$ cat src/rtl/shift_reg_piso_tx.sv
// MSB-first parallel-in serial-out transmitter with a valid/ready word input; first bit one clock after accept.
// Define PARITY_EN to append an even-parity bit after each word (adds the PAR state).
module shift_reg_piso_tx #(
   parameter  int WIDTH = 4,
   localparam int CNT_W = $clog2(WIDTH)
) (
   input  logic             clk,
   input  logic             reset,
   input  logic [WIDTH-1:0] din,
   input  logic             din_valid,
   output logic             din_ready,
   output logic             sdo,
   output logic             sdo_valid,
   output logic             busy,
   output logic             done
);

`ifdef PARITY_EN
   typedef enum logic [1:0] {S_IDLE, S_SHIFT, S_PAR} state_t;
`else
   typedef enum logic [1:0] {S_IDLE, S_SHIFT} state_t;
`endif

   state_t           r_state, w_state_nxt;
   logic [WIDTH-1:0] r_shreg, w_shreg_nxt;
   logic [CNT_W-1:0] r_cnt, w_cnt_nxt;
   logic             r_sdo, w_sdo_nxt;
   logic             r_sdo_valid, w_sdo_valid_nxt;
   logic             r_busy, w_busy_nxt;
   logic             r_done, w_done_nxt;
   logic             w_ready;
   logic             w_accept;
`ifdef PARITY_EN
   logic             r_par, w_par_nxt;
`endif

   // Ready only where the next edge may legally start a new word.
   always_comb begin
      w_ready = 1'b0;
      case (r_state)
         S_IDLE:  w_ready = 1'b1;
`ifdef PARITY_EN
         S_PAR:   w_ready = 1'b1;
`else
         S_SHIFT: w_ready = (r_cnt == '0);
`endif
         default: w_ready = 1'b0;
      endcase
      if (reset) begin
         w_ready = 1'b0;
      end
   end

   assign din_ready = w_ready;
   assign w_accept  = din_valid && w_ready;

   always_comb begin
      w_state_nxt     = r_state;
      w_shreg_nxt     = r_shreg;
      w_cnt_nxt       = r_cnt;
      w_sdo_nxt       = r_sdo;
      w_sdo_valid_nxt = r_sdo_valid;
      w_busy_nxt      = r_busy;
      w_done_nxt      = 1'b0;
`ifdef PARITY_EN
      w_par_nxt       = r_par;
`endif
      case (r_state)
         S_IDLE: begin
            w_state_nxt = S_IDLE;
         end
         S_SHIFT: begin
            if (r_cnt != '0) begin
               w_sdo_nxt   = r_shreg[WIDTH-1];
               w_shreg_nxt = {r_shreg[WIDTH-2:0], 1'b0};
               w_cnt_nxt   = r_cnt - 1'b1;
            end else begin
`ifdef PARITY_EN
               w_state_nxt = S_PAR;
               w_sdo_nxt   = r_par;
`else
               w_done_nxt      = 1'b1;
               w_state_nxt     = S_IDLE;
               w_sdo_nxt       = 1'b0;
               w_sdo_valid_nxt = 1'b0;
               w_busy_nxt      = 1'b0;
`endif
            end
         end
`ifdef PARITY_EN
         S_PAR: begin
            w_done_nxt      = 1'b1;
            w_state_nxt     = S_IDLE;
            w_sdo_nxt       = 1'b0;
            w_sdo_valid_nxt = 1'b0;
            w_busy_nxt      = 1'b0;
         end
`endif
         default: begin
            w_state_nxt = S_IDLE;
         end
      endcase
      // A load overrides the wind-down so consecutive words run gap-free.
      if (w_accept) begin
         w_state_nxt     = S_SHIFT;
         w_sdo_nxt       = din[WIDTH-1];
         w_sdo_valid_nxt = 1'b1;
         w_shreg_nxt     = {din[WIDTH-2:0], 1'b0};
         w_cnt_nxt       = CNT_W'(WIDTH-1);
         w_busy_nxt      = 1'b1;
`ifdef PARITY_EN
         w_par_nxt       = ^din;
`endif
      end
   end

   always_ff @(posedge clk or posedge reset) begin
      if (reset) begin
         r_state     <= S_IDLE;
         r_shreg     <= '0;
         r_cnt       <= '0;
         r_sdo       <= 1'b0;
         r_sdo_valid <= 1'b0;
         r_busy      <= 1'b0;
         r_done      <= 1'b0;
`ifdef PARITY_EN
         r_par       <= 1'b0;
`endif
      end else begin
         r_state     <= w_state_nxt;
         r_shreg     <= w_shreg_nxt;
         r_cnt       <= w_cnt_nxt;
         r_sdo       <= w_sdo_nxt;
         r_sdo_valid <= w_sdo_valid_nxt;
         r_busy      <= w_busy_nxt;
         r_done      <= w_done_nxt;
`ifdef PARITY_EN
         r_par       <= w_par_nxt;
`endif
      end
   end

   assign sdo       = r_sdo;
   assign sdo_valid = r_sdo_valid;
   assign busy      = r_busy;
   assign done      = r_done;

endmodule

$ cat config.mk
export PLATFORM = sky130hd
export DESIGN_NAME = shift_reg_piso_tx
export DESIGN_NICKNAME = d
export VERILOG_FILES = /design/src/rtl/shift_reg_piso_tx.sv
export SDC_FILE = /design/constraint.sdc
export NUM_CORES = 1
export LEC_CHECK = 0
export CAP_MARGIN = 5
export CORE_AREA = 4 4 41 43
export DETAILED_ROUTE_END_ITERATION = 16
export DIE_AREA = 0 0 45 47
export GPL_ROUTABILITY_DRIVEN = 1
export SYNTH_ARGS = -nofsm -noshare
export SYNTH_HDL_FRONTEND = slang
export SYNTH_SLANG_ARGS = --single-unit
$ cat constraint.sdc
create_clock -name clk -period 1.1 [get_ports clk]
set_input_delay 0.22 -clock clk [delete_from_list [all_inputs] [get_ports clk]]
set_output_delay 0.22 -clock clk [all_outputs]
set_load 0.1 [all_outputs]
==> results of run 1 <==
repair_timing:
item	CTS	global route
setup endpoints to repair	10	11
pin swaps	3	5
setup buffers	2	4
gates resized for setup	3	4
registers in the layout (all words and copies together) (netlist names):
| signal | flops |
|---|---|
| r_state | 1 |
| r_shreg | 3 |
| sdo | 1 |
| done | 1 |
| busy | 1 |
| r_cnt | 2 |
per-layer routing:
layer / global-route usage [%] / wire length [um] / up-vias
met5: 0 / 0 / -
met4: 8.772 / 0 / 0
met3: 2.299 / 61 / 0
met2: 19.77 / 561 / 13
met1: 9.859 / 392 / 177
li1: - / - / 181
stage by stage:
stage	cells	area, sq um
2_1_floorplan	38	451.7
3_3_place_gp	73	686.9
3_5_place_dp	73	686.9
4_1_cts	77	725.7
5_1_grt	81	769.5
6_report	81	769.5
worst max-delay path, cell delays in order, from the launching register on:
cell and delay [ps]:
dfrtp_1 380, inv_2 50, ha_4 160, nor2b_4 140, nor2_4 50, buf_12 150
cell families (layout without fill, tap and decap cells):
logic type	count (synthesis)	after routing
and+or+nand+nor	10	10
DFF	9	9
AOI/OAI and AO/OA	7	7
buffers and inverters	6	34
muxes	5	5
adders and majority gates	1	1
path summary, 6_finish.rpt:
check                           startpoint    endpoint  slack (ps)  cells after the start
worst max-delay path              r_cnt[1]   din_ready        -320                      5
min in group clk                r_shreg[2]  r_shreg[3]         500                      2
worst min-delay path                 reset        busy         420                      4
worst min register to register  r_shreg[2]  r_shreg[3]         500                      2
worst max register to register    r_cnt[1]    r_cnt[1]        -280                      7
max in group asynchronous            reset    r_cnt[0]         550                      4
placed cells by master, fill, tap and decap left out:
master and count:
a21oi_1 2, a2bb2oi_2 1, a32oi_1 1, and2_1 1
buf_12 5, buf_4 15, buf_6 1, clkbuf_1 1
clkbuf_4 3, clkdlybuf4s50_1 6, dfrtp_1 6, dfrtp_2 2
dfrtp_4 1, ha_4 1, inv_1 1, inv_2 2
mux2i_1 5, nand2_1 2, nor2_1 2, nor2_4 1
nor2b_2 1, nor2b_4 1, nor3_2 1, o21ai_0 2
o21ai_1 1, or2_4 1
power groups by stage:
stage	Combinational, mW	Sequential [mW]	Clock (mW)
detailed placement	1.46	0.583	0
finish	1.69	0.589	0.262
global route	1.78	0.599	0.291
CTS	1.51	0.578	0.273
global placement	1.44	0.575	0
floorplan	0.645	0.848	0
final cells by class:
cell class / count / share of cell area, %
Clock buffer: 4 / 3.415
Inverter: 3 / 1.463
Multi-Input combinational cell: 23 / 25.69
Sequential cell: 9 / 30.08
Tap cell: 15 / 2.439
Timing Repair Buffer: 27 / 36.91
==> impl_metrics.json, run 1 <==
{
  "syn_to_final_growth_pct": 79.82,
  "fp-row-count": 13,
  "grt_max_degree": 7,
  "synth_flop_cell": "dfrtp_1",
  "cts_hold_buf": 0,
  "place_ws_ps": -339.7,
  "antenna_cells": 0,
  "p_per_area_mw_per_mm2": 3301,
  "drv_cap": 0,
  "fmax_mhz": 702.7,
  "drive_gt1_share_pct": 54.55,
  "cts_tree": "done",
  "post_drt_via_cell_ratio": 4.580,
  "path_class": "flip-flop to primary output",
  "synth_edf_count": 0,
  "multi_input_area_sq_um": 197.7,
  "synth-xor-area-share_pct": 0,
  "synth.most_common_cell": "dfrtp_1",
  "core-area_sq_mm": 0.001301,
  "synth-adder-area-share_pct": 2.924,
  "grt_pass1_vias": 358,
  "startpoint_type": "flip-flop",
  "dr.pass1.iters": 4,
  "start_util_pct": 32.88,
  "final_util_pct": 59.13,
  "pin_count": 12,
  "worst_clock_skew_ps": 0.6426,
  "yosys_warnings": 0,
  "synth_area_per_cell_sq_um": 11.26,
  "period_share_pct": 129.4,
  "hold_class": "input port to async pin",
  "num_vias": 371,
  "numPortBuffers": 11,
  "finalPower_mw": 2.540,
  "rsz0062_at_grt": "true",
  "syn-num-nets": 46,
  "antenna_found_initial": 0,
  "synth-simple-area-share_pct": 12.57,
  "grt-ovfl-total": 0,
  "synth_top_family_by_area": "simple AND/OR/NAND/NOR gates",
  "synth_top_area_share_pct": 52.63,
  "hold_ws_ps": 419.2,
  "num-fill-cells": 120,
  "synth_compound_area_share_pct": 11.40,
  "p_comb_share_pct": 66.5,
  "synth_commonest_cells": "9 x dfrtp_1, 5 x mux2i_1, 3 x inv_1, 3 x nor2_1, 3 x o21ai_0",
  "end_kind": "primary output",
  "hpwl_um": 735.6,
  "ys_seq_area_share_pct": 52.63,
  "yosys.area.top_type": "dfrtp_1",
  "violations": "negative setup slack",
  "slew_violations": 0,
  "synthMuxAreaShare_pct": 11.70,
  "clockBufferDepth": 2,
  "syn_area_sq_um": 427.9,
  "clkSinkCount": 9,
  "nets": 75,
  "async_reset_ff_share_pct": 100.0,
  "cts_root_buf": "clkbuf_4",
  "pwr-share-seq_pct": 23.2,
  "die_w_um": 45,
  "wire_per_inst_um": 12.53,
  "synth_seq_cells": 9,
  "swShare_pct": 43.95,
  "grt_first_pass_wirelength_mm": 1.497,
  "setup_viol": 10,
  "clk_pin_slew_worst_paths_ps": 60,
  "crit_required_ps": 880,
  "gp_congestion": 0.6887,
  "crit_arrival_ps": 1200,
  "finalWorstSetupSlack_ps": -323.2,
  "htreeDepth": 1,
  "outcome": "finished, violations left",
  "synthTopCellsByArea": "dfrtp_1 53%, mux2i_1 12%, o21ai_0 3.5%, a2bb2oi_2 3.5%, buf_4 3.5%",
  "ff_latch_area_sq_um": 231.5,
  "tns_ps": -1758,
  "routed_wl_mm": 1.015,
  "leakage_nw": 0.3471,
  "finalHoldViolCount": 0,
  "clock_latency_ps": 260,
  "die_area_sq_mm": 0.002115,
  "worst_slew_pin_slew_ps": 145.4,
  "p_clk_share_pct": 10.3,
  "drcViolationCount": 0,
  "period_minus_slack_ps": 1423,
  "die_h_um": 47,
  "power.switching_mw": 1.116,
  "drt_iter0_drc": 4,
  "syn-instance-count": 38,
  "cts_buffers": 3,
  "drtAntennaViolNets": 0,
  "crit_fanout": 2,
  "grt_usage_pct": 10.62,
  "intPower_mw": 1.424,
  "synth.distinct_cells": 17,
  "irDropWorstVdd_mv": 1.520,
  "maxSlewHeadroom_pct": 90.03
}
No activity file was read; power rests on OpenSTA's default activity.
==> inputs of run 2 (changes only) <==
- CAP_MARGIN: 5 -> not set
==> results of run 2 <==
No change in the layout: final DEF, timing and power equal those of run 1.
